<file path="config.mk">
export PLATFORM = sky130hd
export DESIGN_NAME = rom_access_ctrl
export DESIGN_NICKNAME = d
export VERILOG_FILES = /design/src/rtl/rom_access_ctrl.sv
export SDC_FILE = /design/constraint.sdc
export NUM_CORES = 1
export LEC_CHECK = 0
export ABC_AREA = 1
export BUFFER_PORTS_ARGS = -buffer_cell sky130_fd_sc_hd__buf_2
export CORE_UTILIZATION = 30
export CTS_CLUSTER_SIZE = 8
export DETAILED_ROUTE_END_ITERATION = 8
export GPL_TIMING_DRIVEN = 0
export PLACE_DENSITY = 0.54
export SYNTH_ARGS = -nofsm -noshare
export SYNTH_HDL_FRONTEND = slang
export SYNTH_SLANG_ARGS = --single-unit
</file>
<file path="constraint.sdc">
create_clock -name clk -period 1.9 [get_ports clk]
set_input_delay 0.19 -clock clk [delete_from_list [all_inputs] [get_ports clk]]
set_output_delay 0.19 -clock clk [all_outputs]
set_load 0.005 [all_outputs]
</file>
<file path="src/rtl/rom_access_ctrl.sv">
// rom_access_ctrl: round-robin arbiter and access sequencer for a slow
// asynchronous 32-bit ROM shared by two synchronous requesters.
//
// Ports:
//   clk, rst_n          clock, asynchronous active-low reset
//   req0/addr0          requester 0 read request and byte address
//   req1/addr1          requester 1 read request and byte address
//   ack0/ack1           one-cycle completion pulse per requester
//   rdata/err           shared read data / out-of-range flag, valid with ack
//   busy                high while a transaction is in flight
//   rom_a/rom_d         ROM byte address out, ROM data in
`timescale 1ns/1ps
module rom_access_ctrl #(
    parameter int WAIT_CYCLES = 10,
    parameter int DEPTH_WORDS = 1024
) (
    input  logic        clk,
    input  logic        rst_n,
    input  logic        req0,
    input  logic [31:0] addr0,
    input  logic        req1,
    input  logic [31:0] addr1,
    output logic        ack0,
    output logic        ack1,
    output logic [31:0] rdata,
    output logic        err,
    output logic        busy,
    output logic [31:0] rom_a,
    input  logic [31:0] rom_d
);

    localparam int CW = (WAIT_CYCLES > 1) ? $clog2(WAIT_CYCLES) : 1;
    localparam logic [CW-1:0] CNT_LOAD = CW'(WAIT_CYCLES - 1);
    localparam logic [31:0]   DEPTH_32 = 32'(DEPTH_WORDS);

    typedef enum logic [1:0] {
        S_IDLE,
        S_WAIT,
        S_RESP
    } state_t;

    state_t        state_q, state_d;
    logic          ptr_q, ptr_d;
    logic          gid_q, gid_d;
    logic [CW-1:0] cnt_q, cnt_d;
    logic [31:0]   rom_a_q, rom_a_d;
    logic [31:0]   rdata_q, rdata_d;
    logic          err_q, err_d;
    logic          ack0_q, ack0_d;
    logic          ack1_q, ack1_d;
    logic          busy_q, busy_d;

    logic          grant_v;
    logic          grant_id;
    logic [31:0]   g_addr;
    logic          in_range;

    always_comb begin
        grant_v  = req0 | req1;
        // Contention goes to the pointer; otherwise whoever is asking.
        grant_id = (req0 & req1) ? ptr_q : req1;
        g_addr   = grant_id ? addr1 : addr0;
        // Full 30-bit word index compare so large addresses never alias.
        in_range = ({2'b00, g_addr[31:2]} < DEPTH_32);
    end

    always_comb begin
        state_d = state_q;
        ptr_d   = ptr_q;
        gid_d   = gid_q;
        cnt_d   = cnt_q;
        rom_a_d = rom_a_q;
        rdata_d = rdata_q;
        err_d   = err_q;
        ack0_d  = 1'b0;
        ack1_d  = 1'b0;

        unique case (state_q)
            S_IDLE: begin
                if (grant_v) begin
                    gid_d = grant_id;
                    if (in_range) begin
                        rom_a_d = {g_addr[31:2], 2'b00};
                        cnt_d   = CNT_LOAD;
                        state_d = S_WAIT;
                    end else begin
                        rdata_d = 32'h0;
                        err_d   = 1'b1;
                        state_d = S_RESP;
                    end
                end
            end
            S_WAIT: begin
                if (cnt_q != '0) begin
                    cnt_d = cnt_q - 1'b1;
                end else begin
                    rdata_d = rom_d;
                    err_d   = 1'b0;
                    ack0_d  = ~gid_q;
                    ack1_d  = gid_q;
                    state_d = S_RESP;
                end
            end
            S_RESP: begin
                // Entry from WAIT already raised ack; an out-of-range
                // entry raises it here, one cycle after the grant edge.
                if (ack0_q | ack1_q) begin
                    ptr_d   = ~gid_q;
                    state_d = S_IDLE;
                end else begin
                    ack0_d = ~gid_q;
                    ack1_d = gid_q;
                end
            end
            default: begin
                state_d = S_IDLE;
            end
        endcase

        busy_d = (state_d != S_IDLE);
    end

    always_ff @(posedge clk or negedge rst_n) begin
        if (!rst_n) begin
            state_q <= S_IDLE;
            ptr_q   <= 1'b0;
            gid_q   <= 1'b0;
            cnt_q   <= '0;
            rom_a_q <= 32'h0;
            rdata_q <= 32'h0;
            err_q   <= 1'b0;
            ack0_q  <= 1'b0;
            ack1_q  <= 1'b0;
            busy_q  <= 1'b0;
        end else begin
            state_q <= state_d;
            ptr_q   <= ptr_d;
            gid_q   <= gid_d;
            cnt_q   <= cnt_d;
            rom_a_q <= rom_a_d;
            rdata_q <= rdata_d;
            err_q   <= err_d;
            ack0_q  <= ack0_d;
            ack1_q  <= ack1_d;
            busy_q  <= busy_d;
        end
    end

    assign ack0  = ack0_q;
    assign ack1  = ack1_q;
    assign rdata = rdata_q;
    assign err   = err_q;
    assign busy  = busy_q;
    assign rom_a = rom_a_q;

endmodule
</file>
==> metrics <==
post-synthesis mux area share 0%; post-synth top area cell dfrtp_1; initial core utilization approximately 31%; #FFs+latches synth 74; Crit Reg-Reg Endpoint rom_a[24]; largest net degree at the start of global routing 49; CP Launch Type flip-flop; Final period util 101%; crit path max fanout 8; R2R Path Start ptr_q; placed cell count 862; Synth Flop Type dfrtp_1; vias per cell between 4 and 5; Data required, critical path 2130 ps; final hold violation count 0; Final Wtd Congestion 0.798; CTS tree built; All-Layer GR Usage 16.9%; CTS HTree Levels 3; fin crit period about 1900 ps; pwr dens 905 nW/um2; register area ~1900 um2; Yosys top cell area share 48.4%; Max-Cap Viols 0; total number of vias 3,920; Critical path origin ptr_q; count leader, synth nand2_1; Worst EP arrival 2150 ps; root buf cell clkbuf_16; clk buf depth 2; Synth top cells by count nand2_1 (266), dfrtp_1 (74), inv_1 (72); Compound-Gate Fraction of Synth Area less than 1%; Global Route met2 Usage between 20% and 30%; Cell Area, Synth 3820 um2; final setup vio count 11; DRT Pass-1 Iters 4; fillers between 1,000 and 1,500; Avg Cell Area, Syn 7.20 um2; Post-Layout Cell Count ~900; first-pass GRT wire length 17,700 um; XOR/XNOR Fraction of Synth Area less than 1%; worst setup margin -18.8 ps; final slew viol count 0; max_slew headroom ~66%; Post-synth EDFFs 0; synth top area cells dfrtp_1 (48%), nand2_1 (26%), inv_1 (7.1%); clock skew between 6 and 7 ps; Wirelength per Cell roughly 12 um; worst skew pair latency around 340 ps; vias in the first global route 3,787; critical path endpoint rom_a[24]; First DRT Iteration DRCs 220; port buffer count approximately 160; reg-to-reg setup timing slack -20 ps; outcome finished, violations left; Yosys cell types 25; largest family of logic cells by synthesized area simple AND/OR/NAND/NOR gates; failing checks setup timing; Die Ht 115 um; Max Clock Freq 521 MHz; worst r2r path cells 14; Hold WC Path Type primary input to flip-flop; Lkg Pwr roughly 3.7 nW; Simple-Gate Fraction of Synth Area a little under two fifths; row count 40; Crit. End Element flip-flop; GRT Residual Overflow 0; Worst-path clk slew 60 ps; worst slew pin tran 517 ps; met3 GRT Util under 10%; part of the Yosys area used for sequential elements 48.4%; Area growth syn-to-layout 50.2%; nets 832; Min Hold Slack 148 ps; Setup WS pre-CTS -284 ps; initial antenna violation count 0; Core ar. 12,200 um2; DRC violation count after routing 0; Peak VDD IR around 0.56 mV; CTS sink count 74; width of the die between 100 and 150 um; area occupied by multi-input gates 1840 um2; I/O pin count 168; n_diodes 0; Synth warnings 0; RSZ-0062 raised after global routing yes; GR peak layer met2; Final ANT Viol Nets 0; share of layout cells above drive strength 1 between 40% and 50%; adder-cell share of the synthesized area 1.96%; Die Area 13,200 um2; ys async rst share 100%; WS Path Type flip-flop to flip-flop; grt met1 use 21.7%; Syn Inst Count 531; CTS Buf Count 9; routed wire length between 10,000 and 15,000 um; DP HPWL 7880 um
-- stage by stage --
step	util [%]	power [mW]	instance area [um2]	setup TNS, ps
after global routing	47.1	5.51	5750	-9690
after global placement	39.7	2.92	4840	-13260
after floorplan	-	2.53	3830	0
after CTS	44.2	5.08	5400	-1070
final	47.1	5.20	5750	-86.3
after detailed placement	39.9	2.94	4870	-14610
-- how the worst min path moves through the flow --
| stage | start | slack (ps) | end | depth (start not counted) |
|---|---|---|---|---|
| floorplan | rst_n | -110 | ack0 | 0 |
| global placement | gid_q | 440 | ack0 | 1 |
| detailed placement | rst_n | 140 | rom_a[4] | 1 |
| CTS | addr1[10] | 140 | rom_a[10] | 5 |
| global route | addr1[11] | 170 | rom_a[11] | 5 |
| finish | addr1[10] | 150 | rom_a[10] | 5 |
-- state kept, by name, summed over array words and instances (netlist names) --
register and cells:
rdata 32, rom_a 30, cnt_q 4, state_q 2
ack0 1, ack1 1, busy 1, err 1
gid_q 1, ptr_q 1
-- critical path: stages, from the launching register on --
cell and delay [ps]:
dfrtp_1 380, inv_2 90, nand2_4 70, nand2_4 80, buf_6 120, nand2_2 50
nand2_2 50, nand2_1 60, nor2_2 130, nand2_2 80, nor2_4 150, nand3_4 220
buf_4 230, nand2_1 60, inv_1 40
-- where the power goes --
group / switching, mW / total, mW / internal [mW] / leakage (nW)
Clock: 0.698 / 1.90 / 1.20 / 0.165
Sequential: 0.0729 / 1.74 / 1.67 / 1.02
Combinational: 0.909 / 1.56 / 0.647 / 2.48
-- routing by layer --
metal / vias to the layer above / share of wire [%]
li1: 1995 / -
met1: 1819 / 46
met2: 93 / 49
met3: 13 / 4.8
met4: 0 / 0.97
met5: - / 0
-- placed cells by master (no fill, tap or decap) --
cell	n
o21ai_0	4
nand2_4	12
inv_8	1
dlygate4sd3_1	1
nor3_1	1
ha_2	2
dfrtp_1	74
inv_1	60
buf_6	10
buf_4	22
nor2_2	3
conb_1	2
buf_2	162
bufinv_16	2
ha_1	4
inv_2	13
a21oi_1	1
clkinv_4	2
clkinv_2	1
clkbuf_16	10
clkbuf_2	2
xnor2_1	1
o21ai_1	1
nand3_4	3
a21boi_2	1
or2_2	1
nand4_1	33
clkbuf_8	1
buf_1	3
nor2_1	15
nand2_2	59
buf_8	2
nand3b_1	7
inv_4	1
nand2_1	196
buf_16	1
nor2_4	2
clkbuf_1	6
inv_6	1
nand3_1	8
-- logic make-up after synthesis --
family	Yosys count
fa+ha+maj	6
simple gates	340
flops	74
compound gates	7
other cells	1
xor+xnor	1
buf+inv	102
-- cell type report --
cell class | instances | area share, %
multi-input cells | 356 | 32.0
well taps | 168 | 3.66
plain buffers | 26 | 3.22
clock inverters | 6 | 1.70
inverters | 75 | 4.96
clock buffers | 10 | 4.16
flip-flops and latches | 74 | 32.2
repair buffers | 184 | 18.1
-- repair_timing --
action,CTS,global route
hold buffers,1,0
endpoints found under the hold margin,26,0
pin swaps,5,22
gates cloned,4,3
setup endpoints to repair,69,69
buffers inserted,7,7
gates resized for setup,35,106
Power figures use the tool's default switching activity.
